==> config.mk <==
export PLATFORM = sky130hd
export DESIGN_NAME = bp_update_ctrl_flat
export DESIGN_NICKNAME = d
export VERILOG_FILES = /design/src/rtl/bp_update_ctrl_pkg.sv /design/src/rtl/bp_update_ctrl_if.sv /design/src/rtl/bp_update_ctrl_fifo.sv /design/src/rtl/bp_update_ctrl.sv /design/src/flat_wrapper.sv
export SDC_FILE = /design/constraint.sdc
export NUM_CORES = 1
export LEC_CHECK = 0
export BUFFER_PORTS_ARGS = -buffer_cell sky130_fd_sc_hd__clkbuf_2
export CAP_MARGIN = 20
export CORE_MARGIN = 2
export CORE_UTILIZATION = 40
export DETAILED_ROUTE_END_ITERATION = 7
export PLACE_DENSITY = 0.65
export SETUP_SLACK_MARGIN = 0.05
export SLEW_MARGIN = 40
export SYNTH_ARGS = -nofsm -noshare
export SYNTH_HDL_FRONTEND = slang
export SYNTH_HIERARCHICAL = 1
export SYNTH_SLANG_ARGS = --single-unit
==> constraint.sdc <==
create_clock -name clock -period 8.2 [get_ports clock]
set_clock_uncertainty 0.05 [all_clocks]
set_input_delay 0.82 -clock clock [delete_from_list [all_inputs] [get_ports clock]]
set_output_delay 0.82 -clock clock [all_outputs]
set_load 0.02 [all_outputs]
==> src/rtl/bp_update_ctrl_pkg.sv <==
// bp_pkg: shared types for the branch-predictor update controller.
//   upd_sel_e  : which predictor table the single write port targets
//   state_e    : update-sequencer FSM states
//   inflight_t : one issued prediction waiting to be resolved
// The entry fields are sized by BP_PC_W/BP_GHR_W; the controller's PC_W and
// GHR_W parameters must not exceed these widths.
package bp_pkg;

  localparam int BP_PC_W  = 32;
  localparam int BP_GHR_W = 12;

  typedef enum logic [1:0] {
    SEL_LOCAL  = 2'd0,
    SEL_GLOBAL = 2'd1,
    SEL_CHOICE = 2'd2
  } upd_sel_e;

  typedef enum logic [2:0] {
    ST_IDLE,
    ST_UPD_LOCAL,
    ST_UPD_GLOBAL,
    ST_UPD_CHOICE,
    ST_RECOVER
  } state_e;

  typedef struct packed {
    logic [BP_PC_W-1:0]  pc;
    logic [BP_GHR_W-1:0] ghr;
    logic                local_pred;
    logic                global_pred;
    logic                final_pred;
  } inflight_t;

  // True in any of the three table-write states.
  function automatic logic is_upd_state(state_e s);
    return (s == ST_UPD_LOCAL) || (s == ST_UPD_GLOBAL) || (s == ST_UPD_CHOICE);
  endfunction

endpackage

==> src/rtl/bp_update_ctrl_if.sv <==
// bp_update_ctrl_if: bundle of the predictor-update controller's handshakes.
//   pred_* : prediction issue (valid/ready + PC, GHR snapshot, predictions)
//   res_*  : in-order resolve (valid/ready + actual outcome)
//   upd_*  : single table-write port (valid/ready + select, PC, GHR, taken)
//   ghr_restore_*, flush : misprediction recovery outputs
//   count  : in-flight queue occupancy
// Modport slave is the controller's view; master is the environment's view.
interface bp_update_ctrl_if
  import bp_pkg::*;
#(
  parameter int DEPTH = 8,
  parameter int GHR_W = BP_GHR_W,
  parameter int PC_W  = BP_PC_W
);
  localparam int CW = $clog2(DEPTH) + 1;

  logic             pred_valid;
  logic             pred_ready;
  logic [PC_W-1:0]  pred_pc;
  logic [GHR_W-1:0] pred_ghr;
  logic             pred_local;
  logic             pred_global;
  logic             pred_final;

  logic             res_valid;
  logic             res_ready;
  logic             res_taken;

  logic             upd_valid;
  logic             upd_ready;
  logic [1:0]       upd_sel;
  logic [PC_W-1:0]  upd_pc;
  logic [GHR_W-1:0] upd_ghr;
  logic             upd_taken;

  logic             ghr_restore_valid;
  logic [GHR_W-1:0] ghr_restore_value;
  logic             flush;
  logic [CW-1:0]    count;

  modport slave (
    input  pred_valid, pred_pc, pred_ghr, pred_local, pred_global, pred_final,
    output pred_ready,
    input  res_valid, res_taken,
    output res_ready,
    output upd_valid, upd_sel, upd_pc, upd_ghr, upd_taken,
    input  upd_ready,
    output ghr_restore_valid, ghr_restore_value, flush, count
  );

  modport master (
    output pred_valid, pred_pc, pred_ghr, pred_local, pred_global, pred_final,
    input  pred_ready,
    output res_valid, res_taken,
    input  res_ready,
    input  upd_valid, upd_sel, upd_pc, upd_ghr, upd_taken,
    output upd_ready,
    input  ghr_restore_valid, ghr_restore_value, flush, count
  );

endinterface

==> src/rtl/bp_update_ctrl_fifo.sv <==
// bp_inflight_fifo: circular queue of in-flight predictions.
//   clock, reset (async, active-low)
//   push/push_data : enqueue (caller guarantees not full)
//   pop            : dequeue head (caller guarantees not empty)
//   clear          : drop every entry (wins over push/pop)
//   head           : oldest entry, valid whenever count > 0
//   count          : occupancy, 0..DEPTH
// DEPTH must be a power of two so the pointers wrap by plain overflow.
module bp_inflight_fifo
  import bp_pkg::*;
#(
  parameter int  DEPTH   = 8,
  parameter type entry_t = inflight_t,
  localparam int AW      = $clog2(DEPTH),
  localparam int CW      = AW + 1
) (
  input  logic          clock,
  input  logic          reset,
  input  logic          push,
  input  entry_t        push_data,
  input  logic          pop,
  input  logic          clear,
  output entry_t        head,
  output logic [CW-1:0] count
);

  entry_t        mem [DEPTH];
  logic [AW-1:0] wr_ptr;
  logic [AW-1:0] rd_ptr;

  // Storage has no reset; an entry is only read after it has been written.
  always_ff @(posedge clock) begin
    if (push) mem[wr_ptr] <= push_data;
  end

  // Pointer and occupancy bookkeeping; a push and pop together keep count.
  always_ff @(posedge clock or negedge reset) begin
    if (!reset) begin
      wr_ptr <= '0;
      rd_ptr <= '0;
      count  <= '0;
    end else if (clear) begin
      wr_ptr <= '0;
      rd_ptr <= '0;
      count  <= '0;
    end else begin
      if (push) wr_ptr <= wr_ptr + AW'(1);
      if (pop)  rd_ptr <= rd_ptr + AW'(1);
      case ({push, pop})
        2'b10:   count <= count + CW'(1);
        2'b01:   count <= count - CW'(1);
        default: count <= count;
      endcase
    end
  end

  assign head = mem[rd_ptr];

endmodule

==> src/rtl/bp_update_ctrl.sv <==
// bp_update_ctrl: sequences predictor-table updates for resolved branches.
// Each resolved branch produces LOCAL, GLOBAL and CHOICE writes on the single
// table port, then a one-cycle RECOVER (GHR restore + flush) if the final
// prediction was wrong.
//   clock : rising-edge clock
//   reset : asynchronous, active-low
//   bus   : bp_update_ctrl_if.slave (prediction, resolve, update, recovery)
// Build option: BP_UPD_CHOICE_FILTER_EN skips the CHOICE write when the local
// and global predictions agreed (the chooser learns nothing from it).
module bp_update_ctrl
  import bp_pkg::*;
#(
  parameter int DEPTH = 8,
  parameter int GHR_W = BP_GHR_W,
  parameter int PC_W  = BP_PC_W
) (
  input  logic             clock,
  input  logic             reset,
  bp_update_ctrl_if.slave  bus
);

  localparam int CW = $clog2(DEPTH) + 1;

  state_e           state;
  state_e           state_next;
  inflight_t        push_entry;
  inflight_t        head_entry;
  inflight_t        work;
  logic             work_taken;
  logic             ready_en;
  logic             can_push;
  logic             can_pop;
  logic             push;
  logic             pop;
  logic             mispredict;
  logic [CW-1:0]    count;
  logic [GHR_W-1:0] work_ghr;

  // Pack the issued prediction into a queue entry.
  always_comb begin
    push_entry             = '0;
    push_entry.pc          = BP_PC_W'(bus.pred_pc);
    push_entry.ghr         = BP_GHR_W'(bus.pred_ghr);
    push_entry.local_pred  = bus.pred_local;
    push_entry.global_pred = bus.pred_global;
    push_entry.final_pred  = bus.pred_final;
  end

  // ready_en keeps pred_ready low during reset and for the release cycle.
  assign can_push = ready_en && (count < CW'(DEPTH)) && (state != ST_RECOVER);
  assign can_pop  = (count != '0) && (state == ST_IDLE);
  assign push     = bus.pred_valid && can_push;
  assign pop      = bus.res_valid && can_pop;

  bp_inflight_fifo #(
    .DEPTH   (DEPTH),
    .entry_t (inflight_t)
  ) u_fifo (
    .clock     (clock),
    .reset     (reset),
    .push      (push),
    .push_data (push_entry),
    .pop       (pop),
    .clear     (state == ST_RECOVER),
    .head      (head_entry),
    .count     (count)
  );

  // Enable issue acceptance from the first edge after reset release.
  always_ff @(posedge clock or negedge reset) begin
    if (!reset) ready_en <= 1'b0;
    else        ready_en <= 1'b1;
  end

  // Working register: the branch currently being written back.
  always_ff @(posedge clock or negedge reset) begin
    if (!reset) begin
      work       <= '0;
      work_taken <= 1'b0;
    end else if (pop) begin
      work       <= head_entry;
      work_taken <= bus.res_taken;
    end
  end

  // FSM state register.
  always_ff @(posedge clock or negedge reset) begin
    if (!reset) state <= ST_IDLE;
    else        state <= state_next;
  end

  assign mispredict = (work.final_pred != work_taken);
  assign work_ghr   = GHR_W'(work.ghr);

  // Next state and update/recovery outputs; each UPD state holds until upd_ready.
  always_comb begin
    state_next            = state;
    bus.upd_valid         = is_upd_state(state);
    bus.upd_sel           = SEL_LOCAL;
    bus.upd_taken         = work_taken;
    bus.ghr_restore_valid = 1'b0;
    bus.ghr_restore_value = '0;
    bus.flush             = 1'b0;
    unique case (state)
      ST_IDLE: begin
        if (pop) state_next = ST_UPD_LOCAL;
      end
      ST_UPD_LOCAL: begin
        if (bus.upd_ready) state_next = ST_UPD_GLOBAL;
      end
      ST_UPD_GLOBAL: begin
        bus.upd_sel = SEL_GLOBAL;
        if (bus.upd_ready) begin
`ifdef BP_UPD_CHOICE_FILTER_EN
          if (work.local_pred == work.global_pred)
            state_next = mispredict ? ST_RECOVER : ST_IDLE;
          else
            state_next = ST_UPD_CHOICE;
`else
          state_next = ST_UPD_CHOICE;
`endif
        end
      end
      ST_UPD_CHOICE: begin
        bus.upd_sel   = SEL_CHOICE;
        bus.upd_taken = (work.global_pred == work_taken);
        if (bus.upd_ready) state_next = mispredict ? ST_RECOVER : ST_IDLE;
      end
      ST_RECOVER: begin
        bus.ghr_restore_valid = 1'b1;
        bus.ghr_restore_value = {work_ghr[GHR_W-2:0], work_taken};
        bus.flush             = 1'b1;
        state_next            = ST_IDLE;
      end
      default: state_next = ST_IDLE;
    endcase
  end

  assign bus.pred_ready = can_push;
  assign bus.res_ready  = can_pop;
  assign bus.upd_pc     = PC_W'(work.pc);
  assign bus.upd_ghr    = work_ghr;
  assign bus.count      = count;

endmodule

==> src/flat_wrapper.sv <==
// flat-port wrapper written by rule: the top's interface ports become plain ports
module bp_update_ctrl_flat import bp_pkg::*;
#(
  parameter int DEPTH = 8,
  parameter int GHR_W = BP_GHR_W,
  parameter int PC_W  = BP_PC_W
)
  (clock, reset, bus_pred_valid, bus_pred_pc, bus_pred_ghr, bus_pred_local, bus_pred_global, bus_pred_final, bus_pred_ready, bus_res_valid, bus_res_taken, bus_res_ready, bus_upd_valid, bus_upd_sel, bus_upd_pc, bus_upd_ghr, bus_upd_taken, bus_upd_ready, bus_ghr_restore_valid, bus_ghr_restore_value, bus_flush, bus_count);
  bp_update_ctrl_if #(.DEPTH(DEPTH), .GHR_W(GHR_W), .PC_W(PC_W)) bus_i ();
  input  logic clock;
  input  logic reset;
  input wire logic [$bits(bus_i.pred_valid)-1:0] bus_pred_valid;
  input wire logic [$bits(bus_i.pred_pc)-1:0] bus_pred_pc;
  input wire logic [$bits(bus_i.pred_ghr)-1:0] bus_pred_ghr;
  input wire logic [$bits(bus_i.pred_local)-1:0] bus_pred_local;
  input wire logic [$bits(bus_i.pred_global)-1:0] bus_pred_global;
  input wire logic [$bits(bus_i.pred_final)-1:0] bus_pred_final;
  output wire logic [$bits(bus_i.pred_ready)-1:0] bus_pred_ready;
  input wire logic [$bits(bus_i.res_valid)-1:0] bus_res_valid;
  input wire logic [$bits(bus_i.res_taken)-1:0] bus_res_taken;
  output wire logic [$bits(bus_i.res_ready)-1:0] bus_res_ready;
  output wire logic [$bits(bus_i.upd_valid)-1:0] bus_upd_valid;
  output wire logic [$bits(bus_i.upd_sel)-1:0] bus_upd_sel;
  output wire logic [$bits(bus_i.upd_pc)-1:0] bus_upd_pc;
  output wire logic [$bits(bus_i.upd_ghr)-1:0] bus_upd_ghr;
  output wire logic [$bits(bus_i.upd_taken)-1:0] bus_upd_taken;
  input wire logic [$bits(bus_i.upd_ready)-1:0] bus_upd_ready;
  output wire logic [$bits(bus_i.ghr_restore_valid)-1:0] bus_ghr_restore_valid;
  output wire logic [$bits(bus_i.ghr_restore_value)-1:0] bus_ghr_restore_value;
  output wire logic [$bits(bus_i.flush)-1:0] bus_flush;
  output wire logic [$bits(bus_i.count)-1:0] bus_count;
  assign bus_i.pred_valid = bus_pred_valid;
  assign bus_i.pred_pc = bus_pred_pc;
  assign bus_i.pred_ghr = bus_pred_ghr;
  assign bus_i.pred_local = bus_pred_local;
  assign bus_i.pred_global = bus_pred_global;
  assign bus_i.pred_final = bus_pred_final;
  assign bus_pred_ready = bus_i.pred_ready;
  assign bus_i.res_valid = bus_res_valid;
  assign bus_i.res_taken = bus_res_taken;
  assign bus_res_ready = bus_i.res_ready;
  assign bus_upd_valid = bus_i.upd_valid;
  assign bus_upd_sel = bus_i.upd_sel;
  assign bus_upd_pc = bus_i.upd_pc;
  assign bus_upd_ghr = bus_i.upd_ghr;
  assign bus_upd_taken = bus_i.upd_taken;
  assign bus_i.upd_ready = bus_upd_ready;
  assign bus_ghr_restore_valid = bus_i.ghr_restore_valid;
  assign bus_ghr_restore_value = bus_i.ghr_restore_value;
  assign bus_flush = bus_i.flush;
  assign bus_count = bus_i.count;
  bp_update_ctrl #(.DEPTH(DEPTH), .GHR_W(GHR_W), .PC_W(PC_W)) u_core (.clock(clock), .reset(reset), .bus(bus_i));
endmodule
# Word-level counts from Yosys, hierarchy flattened
# Memories as Yosys holds them, arrays and structs flattened. A register that Yosys moved wholly into a read port is not among the register bits.
# Index checks and enable logic that the tools add are counted.
# word_totals
mem_bits_rw	376
out_inout_bits	68
in_bits	53
register_bits	15
memories	1
# classes
reduce_logical	14
n_lt_le_gt_ge	1
eq_ne	13
mux	18
add_sub_neg	4
# mem_list
name	words	word_bits	rd	rd_clocked_by_memory_dff	write_ports	line_no	source
u_core.u_fifo.mem	8	47	1	1	1	bp_update_ctrl_fifo.sv:27	entry_t mem [DEPTH];
# op_table
op	n
$mux W3	9
$mux W12	1
$pmux W3 S4	1
$ne A2 B2 Y1 const B	4
$pmux W4 S2	1
$add A3 B1 Y3 const B	2
$eq A3 B2 Y1 const B	2
$logic_and A1 B1 Y1	5
$add A4 B1 Y4 const B	1
$lt A4 B4 Y1 const B	1
$mux W1	4
$mux W4	1
$pmux W2 S2	1
$reduce_and A4 Y1	1
$reduce_bool A2 Y1	2
$reduce_bool A4 Y1	1
$sub A4 B1 Y4 const B	1
$eq A3 B1 Y1 const B	1
$eq A3 B3 Y1 const B	1
$logic_not A3 Y1	1
$ne A3 B3 Y1 const B	1
$reduce_bool A3 Y1	1
$eq A2 B1 Y1 const B	1
$eq A2 B2 Y1 const B	1
other kinds (4)	5

# Longest topological paths before layout
# Gate-level depths: netlist of run 1.
# depth
depth_word	7
depth_mapped	11

# By module
# The synthesis of run 1 kept the hierarchy.
# by_module_without_submodules
module	seq_area_each_um2	n_inst	area_each_um2	cells_each
bp_inflight_fifo	11541.1	1	14726.6	616
bp_update_ctrl	1276.2	1	2499.9	185

# Worst setup path before layout of run 1
# No wires, ideal clock.
# synth_timing
path_kind	reg-to-reg
from	register u_core.state[1]
to	memory u_core/u_fifo/mem[0][0] in the netlist's numbering (enable)
stages_incl_launch_ff	8
n_path_buf	2
arrival_ns	5.243
setup_time_ns	0.510
path_slack_ns	2.397
path_cell_list	dfrtp_1 > clkbuf_1 > nor3b_1 > nor3b_1 > and2_1 > clkbuf_1 > nand2b_1 > nor3_1
# synth_via
elab_chain_cells	5
# synth_lines
element	line_no	source
start, declared	bp_update_ctrl.sv:24	state_e state;
start signal, assigned	bp_update_ctrl.sv:89	else state <= state_next;
$ne A3 B3 Y1	bp_update_ctrl.sv:50	assign can_push = ready_en && (count < CW'(DEPTH)) && (state != ST_RECOVER);
$logic_and A1 B1 Y1	bp_update_ctrl.sv:50	
named net bus_pred_ready	flat_wrapper.sv:18	output wire logic [$bits(bus_i.pred_ready)-1:0] bus_pred_ready;
$logic_and A1 B1 Y1	bp_update_ctrl.sv:52	assign push = bus.pred_valid && can_push;
named net u_core.push	bp_update_ctrl.sv:33	logic push;
$mux W1	bp_update_ctrl_fifo.sv:33	if (push) mem[wr_ptr] <= push_data;
$mux W1 (not written as such)	bp_update_ctrl_fifo.sv:33	
end, declared	bp_update_ctrl_fifo.sv:27	
# The timed path passes the listed nets, and every way through them passes these cells.

# Worst setup path in the final report of run 1
# layout_timing
from	register u_core.state[2]
to	memory u_core/u_fifo/mem[5][11] in the netlist's numbering (enable)
# layout_via
elab_chain_cells	5
# layout_lines
element	line_no
$ne A3 B3 Y1	bp_update_ctrl.sv:50
$logic_and A1 B1 Y1	bp_update_ctrl.sv:50
$logic_and A1 B1 Y1	bp_update_ctrl.sv:52
named net u_core.push	bp_update_ctrl.sv:33
$mux W1	bp_update_ctrl_fifo.sv:33
$mux W1 (not written as such)	bp_update_ctrl_fifo.sv:33
# The timed path passes the listed nets, and every way through them passes these cells.

==> summary.txt, run 1 <==
Outcome: complete, no violations
Arr. time, crit path: 3.59 ns
R2R Setup Slk: 4.72 ns
Core footprint: 41,900 sq um
Chip width: 210 um
Worst-path clk slew: 0.06 ns
CP Max Fanout: 30
Port bufs: 119
CP max stage delay: 0.62 ns
Max Clock Freq: 288 MHz
Io pins: 121
Placed cell area: 17,900 sq um
Crit-path leading delay family: simple AND/OR/NAND/NOR gates
R2r endpoint: u_core/u_fifo/mem[5][11]$_DFFE_PP_
PwrDens: 350 nW/um^2
P_leak: 6.69 nW
Post CTS Setup Buffer Count: 0
GRT Util Overall: 15.0%
Clk_lat worst skew: 0.54 ns
RR Startpoint: u_core/state[2]$_DFFE_PN0P_
VDD IR-drop max: 0.166 mV
Post-Route WL: 32,600 um
Synthesis-to-finish area growth: 15.3%
Period utilisation layout: 42.4%
Vias/cell: 5.17
DR WL/cell: 22.2 um
Design Area, Final: 19,500 sq um
Worst endpoint required time: 8.31 ns
Post-Syn Nets: 847
Cell Rows: 75
Drt initial violations: 507
Antenna-violating nets left: 0
Reg2Reg Depth: 6
Pre-antenna DRT Iters: 4
Die Height: 210 um
Die area: 44,000 sq um
Layout cells sized above 1: 43.9%
Vias: 7,573
Gate Count Post-Synth: 790
# DRC: 0
NumNets Final: 948
Unrepaired setup endpoints after global routing: no
Sink Count: 429
Pin count of the biggest net entering global routing: 63
H-tree levels: 2
Dpl hpwl: 17,500 um
Minimum clock period: 3.48 ns
Residual overflow from global routing: 0
Core Util, Final: 46.6%
Clock tree buffer depth: 3
Slew Limit Fails: 0
Setup CP Type: flip-flop to flip-flop
Max-Slew Margin vs Limit: 53.0%
Cts hold-fix bufs: 0
Starting density of the core: 40.5%
Number of setup violations in the final report: 0
Initial antenna violation count: 5
Root buf cell: clkbuf_16
Gpl congestion: 0.678
Syn_area_per_cell: 21.4 sq um
First-pass GRT wire length: 49,200 um
Vias in the first global route: 7,790
CTS tree: built
Post-synth design cell area: 16,900 sq um
Worst Setup End Kind: flip-flop
Crit path launch type: flip-flop
Max-Cap Viols: 0
Slowest stage cell, crit path: nor2_4
Hold WC Path Type: primary input to asynchronous set/reset pin
Worst Tran Pin Value: 0.705 ns
Fin Setup TNS: 0 ns
Total power: 6.83 mW
Fin. Hold Viols: 0
PostCTS Resize Cnt: 0
Hold WS: 0.159 ns
Worst Path Buf+Inv: 1
Yosys warns: 6
CTS Buf Count: 43
Crit-path cells: nor3b_2 > nor3b_1 > and2_1 > nand2_1 > nor2_4 > buf_4
-- flip-flops by register name, summed over array words and instances, names as in the netlist --
signal	cells
u_core/work	2
u_core/bus.upd_ghr	12
u_core/u_fifo/rd_ptr	3
u_core/ready_en	1
u_core/bus.upd_pc	32
u_core/u_fifo/mem	368
u_core/state	3
u_core/work_taken	1
u_core/u_fifo/wr_ptr	3
u_core/u_fifo/count	4
-- how the worst max path moves through the flow --
| stage | from | slack, ns | to | depth (start not counted) |
|---|---|---|---|---|
| 3_3_place_gp | u_core/u_fifo/rd_ptr[0]$_DFFE_PN0P_ | 4.58 | u_core/bus.upd_pc[8]$_DFFE_PN0P_ | 5 |
| 2_1_floorplan | u_core/state[1]$_DFFE_PN0P_ | 2.47 | u_core/u_fifo/mem[0][0]$_DFFE_PP_ | 7 |
| 4_1_cts | u_core/state[2]$_DFFE_PN0P_ | 4.68 | u_core/u_fifo/mem[5][11]$_DFFE_PP_ | 6 |
| 3_5_place_dp | u_core/state[2]$_DFFE_PN0P_ | 4.71 | u_core/u_fifo/mem[5][19]$_DFFE_PP_ | 6 |
| 5_1_grt | u_core/state[2]$_DFFE_PN0P_ | 4.40 | u_core/u_fifo/mem[5][11]$_DFFE_PP_ | 6 |
| 6_report | u_core/state[2]$_DFFE_PN0P_ | 4.72 | u_core/u_fifo/mem[5][11]$_DFFE_PP_ | 6 |
-- worst reg2reg max path, stage by stage (launching register included) --
cell     delay [ns]
dfrtp_1        0.47
nor3b_2        0.21
nor3b_1        0.24
and2_1         0.53
nand2_1        0.37
nor2_4         0.62
buf_4          0.60
-- per-stage QoR --
step	setup slack (ns)	instances
after detailed placement	4.71	1384
final	4.72	1466
after CTS	4.68	1463
after global routing	4.40	1465
after floorplan	2.47	790
after global placement	4.58	1383
-- layout by cell type, fill, tap and decap left out, types with 4 or more instances in the layout --
master and n:
edfxtp_1 368, clkbuf_2 118, mux4_2 92, mux2_2 74
dfrtp_1 58, clkbuf_16 45, mux2_4 19, buf_4 16
and2_1 14, nor2_1 14, bufinv_16 11, clkbuf_1 10
clkinv_2 6, xor2_1 6, nor2_4 6, clkbuf_8 5
nand2b_1 5, nand2_1 5, ha_1 4
-- per-layer routing --
metal	wire (um)	global-route usage, %
met1	14800	20.8
met2	15600	24.3
met3	1440	3.22
met4	647	4.06
met5	38	0
-- power by group --
part           switching (mW)  leakage [nW]  internal [mW]
sequential              0.233          4.04           2.63
clock                   0.786         0.784           1.39
combinational           0.854          1.86          0.927
-- layout make-up --
| cell class | instances | area, sq um |
|---|---|---|
| timing repair buffer | 139 | 792 |
| antenna | 2 | 5.00 |
| clock inverter | 19 | 368 |
| inverter | 3 | 11.3 |
| clock buffer | 60 | 1230 |
| tap | 539 | 674 |
| sequential | 429 | 12600 |
| multi-input combinational | 275 | 3850 |
| fill | 3444 | 22300 |
(Power assumes the default switching activity.)
==> run 2, diff against run 1 <==
Clock period 8.2 ns to 3.2 ns, I/O delays scaled along.
==> run 2 against run 1 <==
Design area increased by 2.8%. Critical endpoint is now u_core/u_fifo/count[3]$_DFFE_PN0P_. Via count grew 2.6%. Worst hold slack better by 0.0075 ns. Die area unchanged. Wire length is 0.59% lower. Largest cell class unchanged. Sequential share of layout area is 1.8 points lower.
==> summary.txt, run 2 (synthesis gave the netlist of run 1 again) <==
Most used routing layer: met2
Max FFs per register: 368 (unchanged)
Max-Slew Margin vs Limit: 52.1% (-0.90 points)
Outcome: complete, no violations
Crit path launch type: flip-flop
RR Startpoint: u_core/state[2]$_DFFE_PN0P_
Levels on crit path: 8 (+2)
Placed Instances: 1,390 (+0.43%)
Most frequent CP cell: nor3b_4
Slowest stage cell, crit path: dfrtp_1
Met3 Resource Use GR: 2.59% (-0.63 points)
PwrDens: 871 nW/um^2 (+150%)
Part of the power in registers: 42.4% (+0.4 points)
Met2 Use GR: 24.2% (-0.14 points)
Residual overflow from global routing: 0 (unchanged)
Worst Setup SP: u_core/state[2]$_DFFE_PN0P_
CTS Buf Count: 44 (+2.3%)
DR WL/cell: 21.3 um (-4.2%)
Layout cells sized above 1: 42.7% (-1.2 points)
Drt initial violations: 453 (-11%)
R2R Setup Slk: 0.64 ns (-4.09 ns)
Worst Path Buf+Inv: 0 (-1)
Number of setup violations in the final report: 0 (unchanged)
Slew Limit Fails: 0 (unchanged)
Commonest non-fill, non-tap cell in the layout: edfxtp_1
Clock group share of total power: 30.6% (-1.3 points)
Hold WC Path Type: primary input to flip-flop
Post-Route WL: 32,400 um (-0.59%)
Crit-path cells: nor3b_4 > nor3b_4 > and2_4 > nor2b_1 > ha_1 > a31o_2 > a2111oi_0 > nand4b_1
Worst Hold Path Cells: 4
Root buf cell: clkbuf_16
PostCTS Resize Cnt: 0 (unchanged)
CP max stage delay: 0.52 ns (-0.10 ns)
Max-Cap Viols: 0 (unchanged)
Initial antenna violation count: 1 (-4)
CTS tree: built
Combinational power share: 26.9% (+0.8 points)
Vias in the first global route: 8,053 (+3.4%)
Crit-path leading delay family: simple AND/OR/NAND/NOR gates
Vias: 7,772 (+2.6%)
Unrepaired setup endpoints after global routing: no
Setup crit end: u_core/u_fifo/count[3]$_DFFE_PN0P_
Gpl congestion: 0.701 (+3.3%)
Placed cell area: 18,000 sq um (+0.82%)
Synthesis-to-finish area growth: 18.6%
Period utilisation layout: 80.1% (+38 points)
Sink Count: 429 (unchanged)
Io pins: 121 (unchanged)
Fin. Hold Viols: 0 (unchanged)
Pre-antenna DRT Iters: 4 (unchanged)
Vias/cell: 5.11 (-1.1%)
Minimum clock period: 2.56 ns (-0.912 ns)
Clk_lat worst skew: 0.55 ns (about the same)
Fillers: 3,460 (+0.46%)
GRT Util Overall: 14.9% (-0.12 points)
Worst Hold Launch: bus_res_valid
Chip width: 210 um (unchanged)
Cts hold-fix bufs: 49 (+49)
Die area: 44,000 sq um (unchanged)
Setup CP Type: flip-flop to flip-flop
Port bufs: 119 (unchanged)
P_leak: 6.93 nW (+3.7%)
Clock tree buffer depth: 3 (unchanged)
Design Area, Final: 20,100 sq um (+2.8%)
Fin Setup TNS: 0 ns (unchanged)
Post CTS Setup Buffer Count: 0 (unchanged)
Dpl hpwl: 17,600 um (+0.71%)
Psw: 4.91 mW (+160%)
Cell Rows: 75 (unchanged)
VDD IR-drop max: 0.423 mV (+160%)
Starting density of the core: 40.5% (unchanged)
Total internal power: 12.6 mW (+150%)
Antenna diodes: 0 (-2)
Pin count of the biggest net entering global routing: 62 (-1.6%)
# DRC: 0 (unchanged)
Sw frac: 28.1% (+0.64 points)
Met1 Use GR: 20.8% (about the same)
Worst-path clk slew: 0.06 ns (about the same)
CP Max Fanout: 14 (-53%)
Commonest cells after routing, fill and taps aside: edfxtp_1, clkbuf_2, mux4_2
Worst endpoint required time: 3.63 ns (-4.68 ns)
Antenna-violating nets left: 0 (unchanged)
Arr. time, crit path: 2.99 ns (-0.60 ns)
H-tree levels: 2 (unchanged)
Largest register by flop count: u_core/u_fifo/mem
R2r endpoint: u_core/u_fifo/count[3]$_DFFE_PN0P_
Max Clock Freq: 390 MHz (+36%)
NumNets Final: 1,003 (+5.8%)
Reg2Reg Depth: 8 (+2)
Core footprint: 41,900 sq um (unchanged)
Fin cells: 1,521 (+3.8%)
Die Height: 210 um (unchanged)
Worst Tran Pin Value: 0.719 ns (+0.0135 ns)
Worst Setup End Kind: flip-flop
First-pass GRT wire length: 49,100 um (-0.18%)
## run 2: changes by cell type in the layout (fill, tap and decap cells not counted), sizes merged, moves of 2 or more
cell,previous run,this run
clkinv,8,6
buf,21,26
bufinv,11,6
dlygate4sd3,0,49
clkbuf,178,182
inv,3,8
diode,2,0
## run 2: power by group through the flow
stage | Clock [mW] | Combinational, mW | Sequential, mW
2_1_floorplan | 0 | 4.20 | 7.14
3_3_place_gp | 0 | 4.64 | 7.58
3_5_place_dp | 0 | 4.75 | 7.55
4_1_cts | 5.52 | 4.82 | 7.44
5_1_grt | 5.71 | 5.08 | 7.53
6_report | 5.36 | 4.71 | 7.42
## run 2: worst min path at each step
stage	to	slack, ns
floorplan	u_core/bus.upd_ghr[0]$_DFFE_PN0P_	-0.03
global placement	u_core/bus.upd_pc[0]$_DFFE_PN0P_	0.44
detailed placement	u_core/bus.upd_pc[28]$_DFFE_PN0P_	0.36
CTS	u_core/state[0]$_DFFE_PN0P_	0.13
global route	u_core/state[0]$_DFFE_PN0P_	0.18
finish	u_core/state[0]$_DFFE_PN0P_	0.17
## run 2: through the flow
step / utilization, % / hold WS, ns / total power [mW] / setup slack (ns)
after detailed placement: 43.1 / 0.365 / 12.3 / 0.658
after floorplan: - / -0.0256 / 11.3 / 0.124
after global placement: 43.0 / 0.443 / 12.2 / 0.700
after global routing: 48.0 / 0.185 / 18.3 / 0.440
after CTS: 48.0 / 0.130 / 17.8 / 0.642
final: 48.0 / 0.166 / 17.5 / 0.636
## run 2: cell type report
type,instances,area (sq um),share of cell area (%)
sequential,429,12600,62.7
multi-input combinational,275,3900,19.4
timing repair buffer,193,1360,6.75
clock buffer,64,1290,6.41
tap,539,674,3.36
inverter,3,11.3,0.0561
clock inverter,18,260,1.30
## run 2: per-layer routing
metal	vias to the layer above	wire, um
met5	-	11
met4	2	620
met3	46	1340
met2	173	15600
met1	4090	14800
li1	3461	-
## run 2: worst min-delay path: stages
cell	delay [ns]
clkbuf_2	0.09
o41ai_2	0.07
o21ai_0	0.08
and3b_1	0.16
